===== src/rtl/logic_unit_arbiter_if.sv =====
// Bundle between the requesting clients, the external 1-bit logic unit and the arbiter.
// The arbiter connects through the slave modport; the client/logic-unit side uses master.
interface logic_unit_arbiter_if #(
   parameter int NREQ = 4,
   parameter int W    = 8
);
   localparam int IW = (NREQ > 1) ? $clog2(NREQ) : 1;

   logic [NREQ-1:0]   req;
   logic [2*NREQ-1:0] op_key;
   logic [W*NREQ-1:0] op_a;
   logic [W*NREQ-1:0] op_b;
   logic [NREQ-1:0]   gnt;
   logic              busy;
   logic              done;
   logic [IW-1:0]     done_id;
   logic [W-1:0]      result;
   logic              err;
   logic              lu_x;
   logic              lu_y;
   logic [1:0]        lu_key;
   logic              lu_r;

   modport master (
      output req, op_key, op_a, op_b, lu_r,
      input  gnt, busy, done, done_id, result, err, lu_x, lu_y, lu_key
   );

   modport slave (
      input  req, op_key, op_a, op_b, lu_r,
      output gnt, busy, done, done_id, result, err, lu_x, lu_y, lu_key
   );
endinterface


===== src/rtl/logic_unit_arbiter.sv =====
// Round-robin arbiter sharing one bit-serial OR/NOR/XOR/XNOR unit among NREQ requesters.
// Optional lu_r self-check enabled by defining LU_ARB_CHECK_EN (err tied low otherwise).
//
// state  | meaning
// S_IDLE | waiting for any req; winner's operands latched on the grant edge
// S_RUN  | W cycles driving A[idx]/B[idx]/KEY to the unit, collecting lu_r
// S_DONE | one cycle with done=1; rr pointer advances past the winner on exit
module logic_unit_arbiter #(
   parameter int NREQ = 4,
   parameter int W    = 8
) (
   input logic                 clk,
   input logic                 reset,
   logic_unit_arbiter_if.slave bus
);
   localparam int IW = (NREQ > 1) ? $clog2(NREQ) : 1;
   localparam int XW = (W > 1) ? $clog2(W) : 1;

   localparam logic [1:0] S_IDLE = 2'd0;
   localparam logic [1:0] S_RUN  = 2'd1;
   localparam logic [1:0] S_DONE = 2'd2;

   logic [1:0]      state;
   logic [IW-1:0]   ptr;
   logic [IW-1:0]   winner;
   logic [IW-1:0]   pick;
   logic            pick_ok;
   logic [XW-1:0]   idx;
   logic [W-1:0]    a_sh;
   logic [W-1:0]    b_sh;
   logic [1:0]      key_sh;
   logic [W-1:0]    res_sh;
   logic [W-1:0]    res_next;
   logic [W-1:0]    result_q;
   logic [IW-1:0]   done_id_q;
   logic [NREQ-1:0] win_onehot;
   logic            run;

   // Scan downward so the requester closest to ptr (lowest offset) is assigned last.
   always_comb begin
      pick    = '0;
      pick_ok = 1'b0;
      for (int k = NREQ - 1; k >= 0; k--) begin
         if (bus.req[(int'(ptr) + k) % NREQ]) begin
            pick    = IW'((int'(ptr) + k) % NREQ);
            pick_ok = 1'b1;
         end
      end
   end

   always_comb begin
      res_next      = res_sh;
      res_next[idx] = bus.lu_r;
   end

   always_comb begin
      win_onehot         = '0;
      win_onehot[winner] = 1'b1;
   end

   always_ff @(posedge clk or posedge reset) begin
      if (reset) begin
         state     <= S_IDLE;
         ptr       <= '0;
         winner    <= '0;
         idx       <= '0;
         a_sh      <= '0;
         b_sh      <= '0;
         key_sh    <= 2'b00;
         res_sh    <= '0;
         result_q  <= '0;
         done_id_q <= '0;
      end else begin
         case (state)
            S_IDLE: begin
               if (pick_ok) begin
                  winner <= pick;
                  a_sh   <= bus.op_a[W*pick +: W];
                  b_sh   <= bus.op_b[W*pick +: W];
                  key_sh <= bus.op_key[2*pick +: 2];
                  idx    <= '0;
                  state  <= S_RUN;
               end
            end
            S_RUN: begin
               res_sh <= res_next;
               if (idx == XW'(W - 1)) begin
                  result_q  <= res_next;
                  done_id_q <= winner;
                  idx       <= '0;
                  state     <= S_DONE;
               end else begin
                  idx <= idx + 1'b1;
               end
            end
            S_DONE: begin
               ptr   <= IW'((int'(winner) + 1) % NREQ);
               state <= S_IDLE;
            end
            default: state <= S_IDLE;
         endcase
      end
   end

   assign run         = (state == S_RUN);
   assign bus.busy    = (state != S_IDLE);
   assign bus.done    = (state == S_DONE);
   assign bus.gnt     = (run && idx == '0) ? win_onehot : '0;
   assign bus.lu_x    = run ? a_sh[idx] : 1'b0;
   assign bus.lu_y    = run ? b_sh[idx] : 1'b0;
   assign bus.lu_key  = run ? key_sh : 2'b00;
   assign bus.result  = result_q;
   assign bus.done_id = done_id_q;

`ifdef LU_ARB_CHECK_EN
   logic err_q;
   logic model_r;

   always_comb begin
      case (key_sh)
         2'b00:   model_r = a_sh[idx] | b_sh[idx];
         2'b01:   model_r = ~(a_sh[idx] | b_sh[idx]);
         2'b10:   model_r = a_sh[idx] ^ b_sh[idx];
         default: model_r = ~(a_sh[idx] ^ b_sh[idx]);
      endcase
   end

   always_ff @(posedge clk or posedge reset) begin
      if (reset)
         err_q <= 1'b0;
      else if (run && bus.lu_r != model_r)
         err_q <= 1'b1;
   end

   assign bus.err = err_q;
`else
   assign bus.err = 1'b0;
`endif
endmodule


===== src/flat_wrapper.sv =====
// flat-port wrapper written by rule: the top's interface ports become plain ports
module logic_unit_arbiter_flat 
#(
   parameter int NREQ = 4,
   parameter int W    = 8
)
  (clk, reset, bus_req, bus_op_key, bus_op_a, bus_op_b, bus_lu_r, bus_gnt, bus_busy, bus_done, bus_done_id, bus_result, bus_err, bus_lu_x, bus_lu_y, bus_lu_key);
  logic_unit_arbiter_if #(.NREQ(NREQ), .W(W)) bus_i ();
  input logic clk;
  input logic reset;
  input wire logic [$bits(bus_i.req)-1:0] bus_req;
  input wire logic [$bits(bus_i.op_key)-1:0] bus_op_key;
  input wire logic [$bits(bus_i.op_a)-1:0] bus_op_a;
  input wire logic [$bits(bus_i.op_b)-1:0] bus_op_b;
  input wire logic [$bits(bus_i.lu_r)-1:0] bus_lu_r;
  output wire logic [$bits(bus_i.gnt)-1:0] bus_gnt;
  output wire logic [$bits(bus_i.busy)-1:0] bus_busy;
  output wire logic [$bits(bus_i.done)-1:0] bus_done;
  output wire logic [$bits(bus_i.done_id)-1:0] bus_done_id;
  output wire logic [$bits(bus_i.result)-1:0] bus_result;
  output wire logic [$bits(bus_i.err)-1:0] bus_err;
  output wire logic [$bits(bus_i.lu_x)-1:0] bus_lu_x;
  output wire logic [$bits(bus_i.lu_y)-1:0] bus_lu_y;
  output wire logic [$bits(bus_i.lu_key)-1:0] bus_lu_key;
  assign bus_i.req = bus_req;
  assign bus_i.op_key = bus_op_key;
  assign bus_i.op_a = bus_op_a;
  assign bus_i.op_b = bus_op_b;
  assign bus_i.lu_r = bus_lu_r;
  assign bus_gnt = bus_i.gnt;
  assign bus_busy = bus_i.busy;
  assign bus_done = bus_i.done;
  assign bus_done_id = bus_i.done_id;
  assign bus_result = bus_i.result;
  assign bus_err = bus_i.err;
  assign bus_lu_x = bus_i.lu_x;
  assign bus_lu_y = bus_i.lu_y;
  assign bus_lu_key = bus_i.lu_key;
  logic_unit_arbiter #(.NREQ(NREQ), .W(W)) u_core (.clk(clk), .reset(reset), .bus(bus_i));
endmodule

===== config.mk =====
export PLATFORM = sky130hd
export DESIGN_NAME = logic_unit_arbiter_flat
export DESIGN_NICKNAME = d
export VERILOG_FILES = /design/src/rtl/logic_unit_arbiter_if.sv /design/src/rtl/logic_unit_arbiter.sv /design/src/flat_wrapper.sv
export SDC_FILE = /design/constraint.sdc
export NUM_CORES = 1
export LEC_CHECK = 0
export BUFFER_PORTS_ARGS = -buffer_cell sky130_fd_sc_hd__buf_2
export CAP_MARGIN = 10
export CORE_UTILIZATION = 45
export CTS_CLUSTER_DIAMETER = 200
export DETAILED_ROUTE_END_ITERATION = 7
export PLACE_DENSITY = 0.74
export REMOVE_ABC_BUFFERS = 1
export SYNTH_ARGS = -nofsm -noshare
export SYNTH_HDL_FRONTEND = slang
export SYNTH_SLANG_ARGS = --single-unit
export TNS_END_PERCENT = 50

===== constraint.sdc =====
create_clock -name clk -period 4.78 [get_ports clk]
set_clock_uncertainty 0.1 [all_clocks]
set_input_delay 1.195 -clock clk [delete_from_list [all_inputs] [get_ports clk]]
set_output_delay 1.195 -clock clk [all_outputs]
set_load 0.005 [all_outputs]

## Yosys cells after proc, flatten, opt, wreduce, memory -nomap -nowiden

Cells that the tools add are included.

| storage, ports and cells | value |
|---|---|
| flip-flop bits (word level) | 45 |
| bits of input ports | 79 |
| output and inout port bits | 21 |
| logic and storage cells | 86 |

| operators by class | value |
|---|---|
| $add $sub $neg | 5 |
| magnitude comparators | 8 |
| equal/unequal tests | 5 |
| shifts and indexed selects | 3 |
| mux-type cells | 38 |
| bitwise operators | 3 |
| reductions and logical operators | 14 |

Operators with widths:

| operator | count |
|---|---|
| indexed part select 32 x 6 -> 8 bit | 2 |
| 2-to-1 mux 1 bit | 17 |
| less-than comparator 3 x 4 -> 1 bit (second input constant) | 4 |
| 2-to-1 mux 2 bit | 7 |
| binary-select mux 1 bit (select 2 bit) | 4 |
| bitwise mux 8 bit | 1 |
| AND reduction 2 bit | 4 |
| indexed part select 8 x 4 -> 2 bit | 1 |
| binary-select mux 1 bit (select 3 bit) | 2 |
| less-than comparator 2 x 3 -> 1 bit (second input constant) | 2 |
| 2-to-1 mux 3 bit | 2 |
| case mux 3 bit (2 select lines) | 1 |
| OR reduction 2 bit | 3 |
| adder 2 x 1 -> 2 bit (second input constant) | 2 |
| adder 2 bit (second input constant) | 2 |
| 2-to-1 mux 4 bit | 1 |
| case mux 2 bit (2 select lines) | 1 |
| nonzero test 2 bit | 2 |
| adder 3 x 1 -> 3 bit (second input constant) | 1 |
| bitwise AND 1 bit (first input constant) | 3 |
| demux 1 bit (select 3 bit) | 1 |
| == test 3 bit (second input constant) | 1 |
| >= comparator 3 x 1 -> 1 bit (second input constant) | 1 |
| logical AND 1 bit | 3 |
| 8 further kinds | 8 |

## Logic depth before layout (Yosys ltp)

Gate-level depths: netlist (run 1).

| logic depth | value |
|---|---|
| depth in word-level cells | 12 |
| gate-level depth with buffers | 6 |
| depth with buffers taken out | 5 |

## Worst setup path before layout (run 1)

No wires, ideal clock.

| path | value |
|---|---|
| path type | register -> output |
| start point | register u_core.idx[2] |
| end point | output port bus_lu_y |
| data arrival time | 1.244 ns |
| data required time | 3.485 ns |
| slack | 2.241 ns |
| stages on the path, launching flop included | 5 |
| buffers on the path | 1 |
| cell sequence | dfrtp_1 > clkbuf_1 > nor3_1 > a22oi_1 > a41oi_1 |

| between the ends | value |
|---|---|
| word-level cells in the longest chain between the ends | 3 |

Ends and longest elaborated chain:

| what | RTL line | text |
|---|---|---|
| from (decl) | logic_unit_arbiter.sv:28 | `logic [XW-1:0] idx;` |
| from (signal assigned) | logic_unit_arbiter.sv:93 | `idx <= idx + 1'b1;` |
| binary-select mux 1 bit (select 3 bit) | logic_unit_arbiter.sv:110 | `assign bus.lu_y = run ? b_sh[idx] : 1'b0;` |
| 2-to-1 mux 1 bit (not written as such) | logic_unit_arbiter.sv:110 |  |
| 2-to-1 mux 1 bit | logic_unit_arbiter.sv:110 |  |
| to (decl) | flat_wrapper.sv:23 | `output wire logic [$bits(bus_i.lu_y)-1:0] bus_lu_y;` |

Every way passes these cells. The select of a mux whose other input is x is not followed.

## Worst setup path after layout (run 1)

| path | value |
|---|---|
| start point | register u_core.idx[1] |
| end point | output port bus_lu_y |

Same word-level chain as after synthesis.

==> results of run 1 <==
[registers in the layout, indices dropped and copies added, names as in the netlist]
register / count
u_core.a_sh: 8
u_core.b_sh: 8
u_core.bus.done_id: 2
u_core.bus.result: 8
u_core.idx: 3
u_core.key_sh: 2
u_core.ptr: 2
u_core.res_sh: 8
u_core.state: 2
u_core.winner: 2
[path summary, 6_finish.rpt]
check / startpoint / to / slack (ps) / cells after the start
min in group asynchronous: reset / u_core.bus.done_id[1] / 990 / 2
min: u_core.bus.result[1] / u_core.bus.result[1] / 370 / 2
max: u_core.idx[1] / bus_lu_y / 1510 / 5
max in group asynchronous: reset / u_core.b_sh[6] / 3020 / 2
min reg2reg: u_core.bus.result[1] / u_core.bus.result[1] / 370 / 2
max reg2reg: u_core.state[0] / u_core.bus.result[2] / 2450 / 4
[critical path: cells and delay by family (launching register included)]
family | cells | cell delay [ps]
AOI/OAI and AO/OA | 2 | 400
buffers and inverters | 2 | 300
DFF | 1 | 460
and+or+nand+nor | 1 | 530
[per-stage QoR]
step,std cells,worst slack (ps),utilization
2_1_floorplan,235,1090,-
3_3_place_gp,406,1770,0.557
3_5_place_dp,406,1710,0.557
4_1_cts,413,1550,0.572
5_1_grt,413,1370,0.572
6_report,413,1510,0.572
[cells in the final DEF (no fill, tap or decap), types with 2 or more instances in the layout]
cell	Yosys	layout
sky130_fd_sc_hd__buf_2	2	98
sky130_fd_sc_hd__dfrtp_1	45	45
sky130_fd_sc_hd__mux2i_1	44	44
sky130_fd_sc_hd__nand2_1	41	41
sky130_fd_sc_hd__o221ai_1	17	17
sky130_fd_sc_hd__mux2_1	8	8
sky130_fd_sc_hd__o21ai_0	8	8
sky130_fd_sc_hd__a22oi_1	8	8
sky130_fd_sc_hd__o21ai_1	7	7
sky130_fd_sc_hd__ha_1	7	7
sky130_fd_sc_hd__inv_1	7	6
sky130_fd_sc_hd__and2_1	6	6
sky130_fd_sc_hd__clkbuf_8	0	6
sky130_fd_sc_hd__nor3_1	4	4
sky130_fd_sc_hd__a21oi_1	3	3
sky130_fd_sc_hd__nor2_1	3	3
sky130_fd_sc_hd__or2_1	2	2
sky130_fd_sc_hd__nor2b_1	2	2
sky130_fd_sc_hd__inv_2	1	2
sky130_fd_sc_hd__and3_1	2	2
sky130_fd_sc_hd__a41oi_1	2	2
sky130_fd_sc_hd__o31ai_1	2	2
[layout make-up]
type	instances	area (µm²)
Tap cell	72	90.1
Timing Repair Buffer	99	498
Sequential cell	45	1130
Fill cell	516	2380
Clock buffer	7	86.3
Multi-Input combinational cell	182	1360
Inverter	8	30.0
[power groups by stage]
stage          sequential, mW  clock (mW)  combinational [mW]
2_1_floorplan           0.679           0               0.594
3_3_place_gp            0.695           0               0.806
3_5_place_dp            0.704           0               0.830
4_1_cts                 0.696       0.241               0.835
5_1_grt                 0.722       0.255               0.939
6_report                0.696       0.235               0.822
[routing by layer]
layer,GRT usage,vias up,routed length [µm]
met5,0,-,0
met4,0.0685,0,87
met2,0.325,65,2680
met1,0.240,993,2470
met3,0.0500,8,274
li1,-,1093,-
[logic make-up (layout without fill, tap and decap cells)]
logic type | Yosys count | after routing | share of synthesized area
other | 1 | 1 | 0.00143
flip-flops | 45 | 45 | 0.430
buffers and inverters | 22 | 114 | 0.0554
AO/OA/AOI/OAI | 53 | 53 | 0.150
adder cells (fa/ha/maj) | 7 | 7 | 0.0334
AND/OR/NAND/NOR | 67 | 67 | 0.118
multiplexers | 54 | 54 | 0.213
==> impl_summary.txt, run 1 <==
----------------------------------------------------
[STA]
  TNS Setup ... 0 ps
  Unrepaired setup endpoints after global routing ... false
  Worst hold-check slack ... 374 ps
  Final critical-path required period ... 3270 ps
  Max-slew violation total from the final report ... 0
  Relative slew margins ... 0.331
  Final number of hold-violating endpoints ... 0
  Final setup vio count ... 0
  Top achievable clock speed ... 0.306 GHz
  Final critical-path share of the clock period ... 0.684
  Worst Max-Slew Pin Slew ... 1000 ps

[Synthesis]
  Async set-or-reset flop fraction in the synthesized netlist ... 1.00
  Main synth FF type ... sky130_fd_sc_hd__dfrtp_1
  Top cell type's share of synthesized area ... 0.430
  Dominant cell type by area after synthesis ... sky130_fd_sc_hd__dfrtp_1
  Top cells by area in the synthesized netlist ... sky130_fd_sc_hd__dfrtp_1, sky130_fd_sc_hd__mux2i_1, sky130_fd_sc_hd__nand2_1, sky130_fd_sc_hd__o221ai_1, sky130_fd_sc_hd__mux2_1
  Unique cell type count in the Yosys netlist ... 40
  Flip-flop and latch count after synthesis ... 45
  Most used standard cells in the synthesized netlist ... sky130_fd_sc_hd__dfrtp_1, sky130_fd_sc_hd__mux2i_1, sky130_fd_sc_hd__nand2_1
  Post-synth EDFFs ... 0
  Area of the mapped netlist ... 2620 µm²
  Sequential fraction of the synthesis area ... 0.430
  Most repeated cell in the gate-level netlist after synthesis ... sky130_fd_sc_hd__dfrtp_1
  Yosys warning count ... 0
  Mean post-synth cell area ... 10.5 µm²
  Gate Count Post-Synth ... 249

[Global routing]
  Pin count of the biggest net entering global routing ... 46
  Final global-route overflow total ... 0
  Global-route wire length before repair ... 9320 µm
  Vias in the first global route ... 2048
  Number of antenna violations at the first check in global routing ... 0
  GR Util All Layers ... 0.194

[Drt]
  Count of antenna-violating nets left after detailed routing ... 0
  Routed length per placed instance ... 13.3 µm
  Final routed wirelength across all metal layers ... 5510 µm
  Vias per inst ... 5.23
  Violation count after the first detailed-routing iteration ... 66
  Number of remaining DRC errors ... 0
  Routed vias ... 2159
  Number of optimization iterations in the first detailed-route pass ... 4

[Job]
  # Max-Cap Violations ... 0

[Floorplan]
  Overall die area ... 6130 µm²
  Boundary Pins ... 100
  Height of the die ... 78.3 µm
  Placement row count ... 27
  Width of the chip ... 78.3 µm
  Placeable core area ... 5570 µm²
  Starting density of the core ... 0.470

[Clocking]
  CTS tree ... built
  Post-cts repair resize count ... 0
  Setup repair bufs after CTS ... 0
  Maximum clock insertion buffer count ... 2
  Number of H-tree levels ... 2
  Clock sink count ... 45
  Root Buffer ... sky130_fd_sc_hd__clkbuf_8
  Total of hold buffers inserted after clock tree synthesis ... 0
  Clock buffer count from CTS ... 5
  Clock-pin transition on the worst setup and hold timing paths ... 80 ps
  Clk Latency, worst-skew pair ... 300 ps

[Final layout]
  Post-route cell area ... 3190 µm²
  Count of nets after finishing ... 427
  Share of layout cells above drive strength 1 ... 0.328
  ANT cells ... 0
  Area growth, synth to finish ... 21.8%

[Power]
  Internal power ... 1.07 mW
  Worst VDD drop ... 220 µV
  Psw ... 683 µW
  Switching power share of the total ... 0.389
  Power density normalized to cell area ... 550 nW/µm²
  Sum of internal, switching and leakage power ... 1.75 mW
  Combinational cell fraction of total power ... 0.469
  Sequential share of power ... 0.397
  Leakage ... 1.61 nW
  Clk pwr share ... 0.134

[Place]
  Final weighted congestion in routability-driven placement ... 0.797
  Detailed placement HPWL ... 4110 µm
  Area after DPL ... 3100 µm²
  Count of buffers from port buffering ... 98

[Worst setup path]
  Crit path arrival time ... 1970 ps
  Biggest fanout along the worst timing path ... 6
  Category of the most critical setup path ... flip-flop to output port
  CP max stage cell ... sky130_fd_sc_hd__nor3_1
  Required @ worst endpoint ... 3480 ps
  Critical Path Source Type ... flip-flop
  Slowest cell delay on critical path ... 530 ps
  Type of destination of the critical path ... output port
  Cells traversed along the worst timing path ... inv_1, nor3_1, a22oi_1, a41oi_1, buf_2

[Worst hold path]
  Path category of the worst min-delay check ... flip-flop to flip-flop

[Run status]
  Status ... finished clean

----------------------------------------------------
(Power assumes the default switching activity.)
==> inputs of run 2 (changes only) <==
Settings changed: ABC_AREA set to 1, PLACE_DENSITY 0.74 to 0.75.
Clock period 4.78 ns to 2.7 ns, I/O delays scaled along.
==> run 2 against run 1 <==
Compared with the run above:
- design area grew 13%
- core utilization down 0.97 points
- worst setup slack got worse by 1300 ps
- routed wire length grew 24%
- sequential share of layout area shrank 3.9 points
- worst hold slack better by 9.2 ps
- sequential power increased by 77%
- critical path type unchanged
- register-to-register slack worse by 2100 ps
- non-clock buffer count up 4
- first-iteration DRC count increased by 71%
==> impl_summary.txt, run 2 <==
----------------------------------------------------
[Run status]
  Status ... finished clean

[Synthesis]
  Area of the mapped netlist ... 2980 µm²
  Unique cell type count in the Yosys netlist ... 32
  Yosys warning count ... 0
  Post-synth EDFFs ... 0
  Top cells by area in the synthesized netlist ... sky130_fd_sc_hd__dfrtp_1, sky130_fd_sc_hd__nand2_1, sky130_fd_sc_hd__nand3_1, sky130_fd_sc_hd__inv_1, sky130_fd_sc_hd__nor2_1
  Gate Count Post-Synth ... 432
  Async set-or-reset flop fraction in the synthesized netlist ... 1.00
  Flip-flop and latch count after synthesis ... 45
  Top cell type's share of synthesized area ... 0.378
  Most repeated cell in the gate-level netlist after synthesis ... sky130_fd_sc_hd__nand2_1
  Main synth FF type ... sky130_fd_sc_hd__dfrtp_1
  Dominant cell type by area after synthesis ... sky130_fd_sc_hd__dfrtp_1
  Sequential fraction of the synthesis area ... 0.378
  Mean post-synth cell area ... 6.89 µm²
  Most used standard cells in the synthesized netlist ... sky130_fd_sc_hd__nand2_1, sky130_fd_sc_hd__nand3_1, sky130_fd_sc_hd__inv_1

[Power]
  Sum of internal, switching and leakage power ... 4.20 mW
  Worst VDD drop ... 624 µV
  Leakage ... 2.06 nW
  Power density normalized to cell area ... 1170 nW/µm²

[STA]
  Final critical-path required period ... 2520 ps
  Final number of hold-violating endpoints ... 0
  Final worst setup slack ... 176 ps
  Worst Max-Slew Pin Slew ... 571 ps
  Relative slew margins ... 0.619
  Max-slew violation total from the final report ... 0
  Top achievable clock speed ... 0.396 GHz
  TNS Setup ... 0 ps
  Final setup vio count ... 0
  Unrepaired setup endpoints after global routing ... false
  Final critical-path share of the clock period ... 0.935

[Global routing]
  Vias in the first global route ... 2835
  Final global-route overflow total ... 0
  Global-route wire length before repair ... 11900 µm
  Pin count of the biggest net entering global routing ... 46
  GR Util All Layers ... 0.206
  Number of antenna violations at the first check in global routing ... 0

[Worst setup path]
  Crit path arrival time ... 1750 ps
  Cells traversed along the worst timing path ... inv_1, nand3_1, nor2_1, a21oi_1, a41oi_1, buf_2
  Category of the most critical setup path ... flip-flop to output port
  Required @ worst endpoint ... 1920 ps
  FF-to-FF path depth ... 11
  Critical Path Source Type ... flip-flop
  CP max stage cell ... sky130_fd_sc_hd__dfrtp_2
  Type of destination of the critical path ... output port
  Biggest fanout along the worst timing path ... 9
  Slowest cell delay on critical path ... 470 ps

[Final layout]
  Area growth, synth to finish ... 20.6%
  Count of nets after finishing ... 607
  Most common library cell in the layout ignoring fill and taps ... sky130_fd_sc_hd__nand2_1
  Share of layout cells above drive strength 1 ... 0.255
  Highest-count cells in the layout ignoring fill and taps ... sky130_fd_sc_hd__nand2_1, sky130_fd_sc_hd__buf_2, sky130_fd_sc_hd__nand3_1
  ANT cells ... 0

[Floorplan]
  Boundary Pins ... 100
  Placement row count ... 29
  Starting density of the core ... 0.466
  Width of the chip ... 83.3 µm
  Overall die area ... 6950 µm²
  Placeable core area ... 6390 µm²
  Height of the die ... 83.3 µm

[Clocking]
  Clock-pin transition on the worst setup and hold timing paths ... 80 ps
  Root Buffer ... sky130_fd_sc_hd__clkbuf_8
  Clock buffer count from CTS ... 5
  Number of H-tree levels ... 2
  Clock sink count ... 45
  Clk Latency, worst-skew pair ... 290 ps
  CTS tree ... built
  Total of hold buffers inserted after clock tree synthesis ... 0
  Maximum clock insertion buffer count ... 2

[Drt]
  Vias per inst ... 4.98
  Violation count after the first detailed-routing iteration ... 113
  Final routed wirelength across all metal layers ... 6850 µm
  Routed vias ... 2981
  Count of antenna-violating nets left after detailed routing ... 0
  Routed length per placed instance ... 11.4 µm
  Number of remaining DRC errors ... 0
  Number of optimization iterations in the first detailed-route pass ... 4

[Job]
  # Max-Cap Violations ... 0

[Place]
  Count of buffers from port buffering ... 98
  Worst slack at placement ... 197 ps
  Final weighted congestion in routability-driven placement ... 0.837
  Detailed placement HPWL ... 5350 µm

[Worst hold path]
  Path category of the worst min-delay check ... flip-flop to flip-flop
  Hold Crit Depth ... 2

----------------------------------------------------
run 2: cell count changes after synthesis, sizes merged, moves of 10 or more:
cell	previous run	this run
nand2	41	130
nand3	1	77
inv	8	58
mux2i	44	8
nor2	4	39
o221ai	19	0
o21ai	15	26
mux2	10	0
run 2: final timing paths:
| check | start | endpoint | slack, ps |
|---|---|---|---|
| max | u_core.idx[0] | bus_lu_y | 180 |
| min | u_core.bus.result[1] | u_core.bus.result[1] | 380 |
| max reg2reg | u_core.ptr[0] | u_core.b_sh[6] | 340 |
| min reg2reg | u_core.bus.result[1] | u_core.bus.result[1] | 380 |
| max in group asynchronous | reset | u_core.idx[0] | 1680 |
| min in group asynchronous | reset | u_core.bus.done_id[1] | 400 |
run 2: kinds of logic after synthesis:
| group | Yosys count | synth area share |
|---|---|---|
| AO/OA/AOI/OAI | 39 | 0.0748 |
| XOR/XNOR | 1 | 0.00294 |
| other | 1 | 0.00126 |
| multiplexers | 8 | 0.0269 |
| AND/OR/NAND/NOR | 251 | 0.368 |
| buffers and inverters | 80 | 0.118 |
| flip-flops | 45 | 0.378 |
| adder cells (fa/ha/maj) | 7 | 0.0294 |
run 2: worst max-delay path: cells and delay by family (launching register included):
kind / cells / cell delay (ps)
AO/OA/AOI/OAI: 2 / 310
AND/OR/NAND/NOR: 2 / 310
flip-flops: 1 / 470
buffers and inverters: 2 / 350
run 2: layer usage:
layer | wire, µm | part of all wire | vias to the layer above | track usage
met5 | 0 | 0 | - | 0
met1 | 3020 | 0.44 | 1350 | 0.250
met4 | 46 | 0.0067 | 0 | 0.0439
met2 | 3400 | 0.50 | 80 | 0.373
met3 | 383 | 0.056 | 4 | 0.0437
li1 | - | - | 1547 | -
run 2: layout make-up:
class,instances,area [µm²]
fill,609,2790
clock buffer,5,68.8
clock inverter,3,46.3
timing repair buffer,103,528
sequential,45,1130
inverter,59,224
multi-input combinational,307,1500
tap,77,96.3
run 2: where the power goes:
part	switching [mW]	internal [mW]	total [mW]	leakage, nW
Clock	0.229	0.277	0.506	0.0543
Sequential	0.223	1.01	1.23	0.548
Combinational	1.58	0.887	2.47	1.46
run 2: repair_timing:
action,CTS,global route
setup endpoints to repair,0,12
setup buffers,0,0
resized for setup,0,4
run 2: per-stage QoR:
| step | instances | hold slack [ps] | utilization | cell area, µm² |
|---|---|---|---|---|
| 2_1_floorplan | 411 | 348 | - | 2850 |
| 3_3_place_gp | 591 | 365 | 0.544 | 3470 |
| 3_5_place_dp | 591 | 369 | 0.544 | 3470 |
| 4_1_cts | 599 | 391 | 0.562 | 3590 |
| 5_1_grt | 599 | 419 | 0.563 | 3590 |
| 6_report | 599 | 383 | 0.563 | 3590 |
==> inputs of run 3 (changes only) <==
Settings changed: RECOVER_POWER set to 50.
==> run 3 against run 2 <==
Compared with the run above:
- design area hardly changed
- clock power hardly changed
- total power hardly changed
- routed wire length hardly changed
- via count stayed put
- highest routed layer unchanged
- combinational power hardly changed
- count of clock-buffer cells in the layout stayed put
- sequential share of layout area hardly changed
- worst hold slack stayed put
- sequential power hardly changed
- core utilization hardly changed
- worst setup slack stayed put
==> impl_summary.txt, run 3 (same netlist as run 2, synthesis figures left out) <==
----------------------------------------------------
[Run status]
  Status ... finished clean

[Place]
  Area after DPL ... 3470 µm²
  Placed instance count ... 591
  Count of buffers from port buffering ... 98
  Detailed placement HPWL ... 5350 µm
  Final weighted congestion in routability-driven placement ... 0.837

[Floorplan]
  Boundary Pins ... 100
  Width of the chip ... 83.3 µm
  Height of the die ... 83.3 µm
  Overall die area ... 6950 µm²
  Starting density of the core ... 0.466
  Placement row count ... 29
  Placeable core area ... 6390 µm²

[Power]
  Leakage ... 2.06 nW
  Sum of internal, switching and leakage power ... 4.20 mW
  Worst VDD drop ... 624 µV
  Power density normalized to cell area ... 1170 nW/µm²

[Final layout]
  Highest-count cells in the layout ignoring fill and taps ... sky130_fd_sc_hd__nand2_1, sky130_fd_sc_hd__buf_2, sky130_fd_sc_hd__nand3_1
  Count of nets after finishing ... 607
  Post-route cell area ... 3590 µm²
  Area growth, synth to finish ... 20.5%
  Most common library cell in the layout ignoring fill and taps ... sky130_fd_sc_hd__nand2_1
  Fin cells ... 599
  ANT cells ... 0
  Share of layout cells above drive strength 1 ... 0.253
  Number of filler instances in the final layout ... 608

[Clocking]
  Clock sink count ... 45
  Number of H-tree levels ... 2
  Clock-pin transition on the worst setup and hold timing paths ... 80 ps
  Total of hold buffers inserted after clock tree synthesis ... 0
  Clk Latency, worst-skew pair ... 290 ps
  Clock buffer count from CTS ... 5
  Post-cts repair resize count ... 0
  CTS tree ... built
  Root Buffer ... sky130_fd_sc_hd__clkbuf_8
  Maximum clock insertion buffer count ... 2
  Setup repair bufs after CTS ... 0

[Worst setup path]
  Slowest cell delay on critical path ... 470 ps
  Required @ worst endpoint ... 1920 ps
  Critical Path Source Type ... flip-flop
  Cells traversed along the worst timing path ... inv_1, nand3_1, nor2_1, a21oi_1, a41oi_1, buf_2
  Crit path arrival time ... 1750 ps
  CP max stage cell ... sky130_fd_sc_hd__dfrtp_2
  Type of destination of the critical path ... output port
  Category of the most critical setup path ... flip-flop to output port
  Worst R2R Setup Slack ... 340 ps
  Biggest fanout along the worst timing path ... 9

[STA]
  Final critical-path share of the clock period ... 0.935
  Final number of hold-violating endpoints ... 0
  Worst Max-Slew Pin Slew ... 1070 ps
  TNS Setup ... 0 ps
  Final critical-path required period ... 2520 ps
  Unrepaired setup endpoints after global routing ... false
  Final setup vio count ... 0
  Max-slew violation total from the final report ... 0
  Top achievable clock speed ... 0.396 GHz
  Relative slew margins ... 0.286

[Global routing]
  Global-route wire length before repair ... 11900 µm
  GR Util All Layers ... 0.206
  Number of antenna violations at the first check in global routing ... 0
  Pin count of the biggest net entering global routing ... 46
  Vias in the first global route ... 2835
  Final global-route overflow total ... 0

[Drt]
  Vias per inst ... 4.98
  Routed length per placed instance ... 11.4 µm
  Routed vias ... 2981
  Number of remaining DRC errors ... 0
  Count of antenna-violating nets left after detailed routing ... 0
  Violation count after the first detailed-routing iteration ... 113
  Final routed wirelength across all metal layers ... 6850 µm
  Number of optimization iterations in the first detailed-route pass ... 4

[Job]
  # Max-Cap Violations ... 0

[Worst hold path]
  Path category of the worst min-delay check ... flip-flop to flip-flop

----------------------------------------------------
-- run 3: cell types whose count changed in the layout (fill, tap and decap cells not counted) --
cell / before / now
sky130_fd_sc_hd__buf_4: 5 / 4
sky130_fd_sc_hd__clkbuf_2: 0 / 1
sky130_fd_sc_hd__inv_1: 51 / 52
sky130_fd_sc_hd__inv_2: 7 / 6
-- run 3: through the flow --
stage,hold slack [ps],util,setup WS [ps]
finish,383,0.562,176
global route,419,0.562,10.2
CTS,391,0.562,48.3
detailed placement,369,0.544,197
global placement,365,0.544,285
floorplan,348,-,406
-- run 3: power breakdown --
part	switching, mW	internal (mW)
clock	0.229	0.277
combinational	1.58	0.886
sequential	0.223	1.01
-- run 3: metal layers --
layer / vias up / GRT usage / wire length [µm] / share of wire
met5: - / 0 / 0 / 0
met2: 80 / 0.373 / 3400 / 0.50
met4: 0 / 0.0439 / 46 / 0.0067
met3: 4 / 0.0437 / 383 / 0.056
li1: 1547 / - / - / -
met1: 1350 / 0.250 / 3020 / 0.44
-- run 3: worst max-delay path: cells and delay by family (launching register included) --
kind / cells / cell delay (ps)
AND/OR/NAND/NOR: 2 / 310
buffers and inverters: 2 / 350
flip-flops: 1 / 470
AO/OA/AOI/OAI: 2 / 310
-- run 3: cell type report --
type,instances,area (µm²),area share
Clock buffer,5,68.8,0.0192
Clock inverter,3,46.3,0.0129
Inverter,59,224,0.0624
Multi-Input combinational cell,307,1500,0.418
Sequential cell,45,1130,0.314
Tap cell,77,96.3,0.0268
Timing Repair Buffer,103,526,0.146
-- run 3: path summary, 6_finish.rpt --
check	start	endpoint	cells past startpoint
max	u_core.idx[0]	bus_lu_y	6
min	u_core.bus.result[1]	u_core.bus.result[1]	2
max reg2reg	u_core.ptr[0]	u_core.b_sh[6]	11
min reg2reg	u_core.bus.result[1]	u_core.bus.result[1]	2
max in group asynchronous	reset	u_core.idx[0]	3
min in group asynchronous	reset	u_core.bus.done_id[1]	3
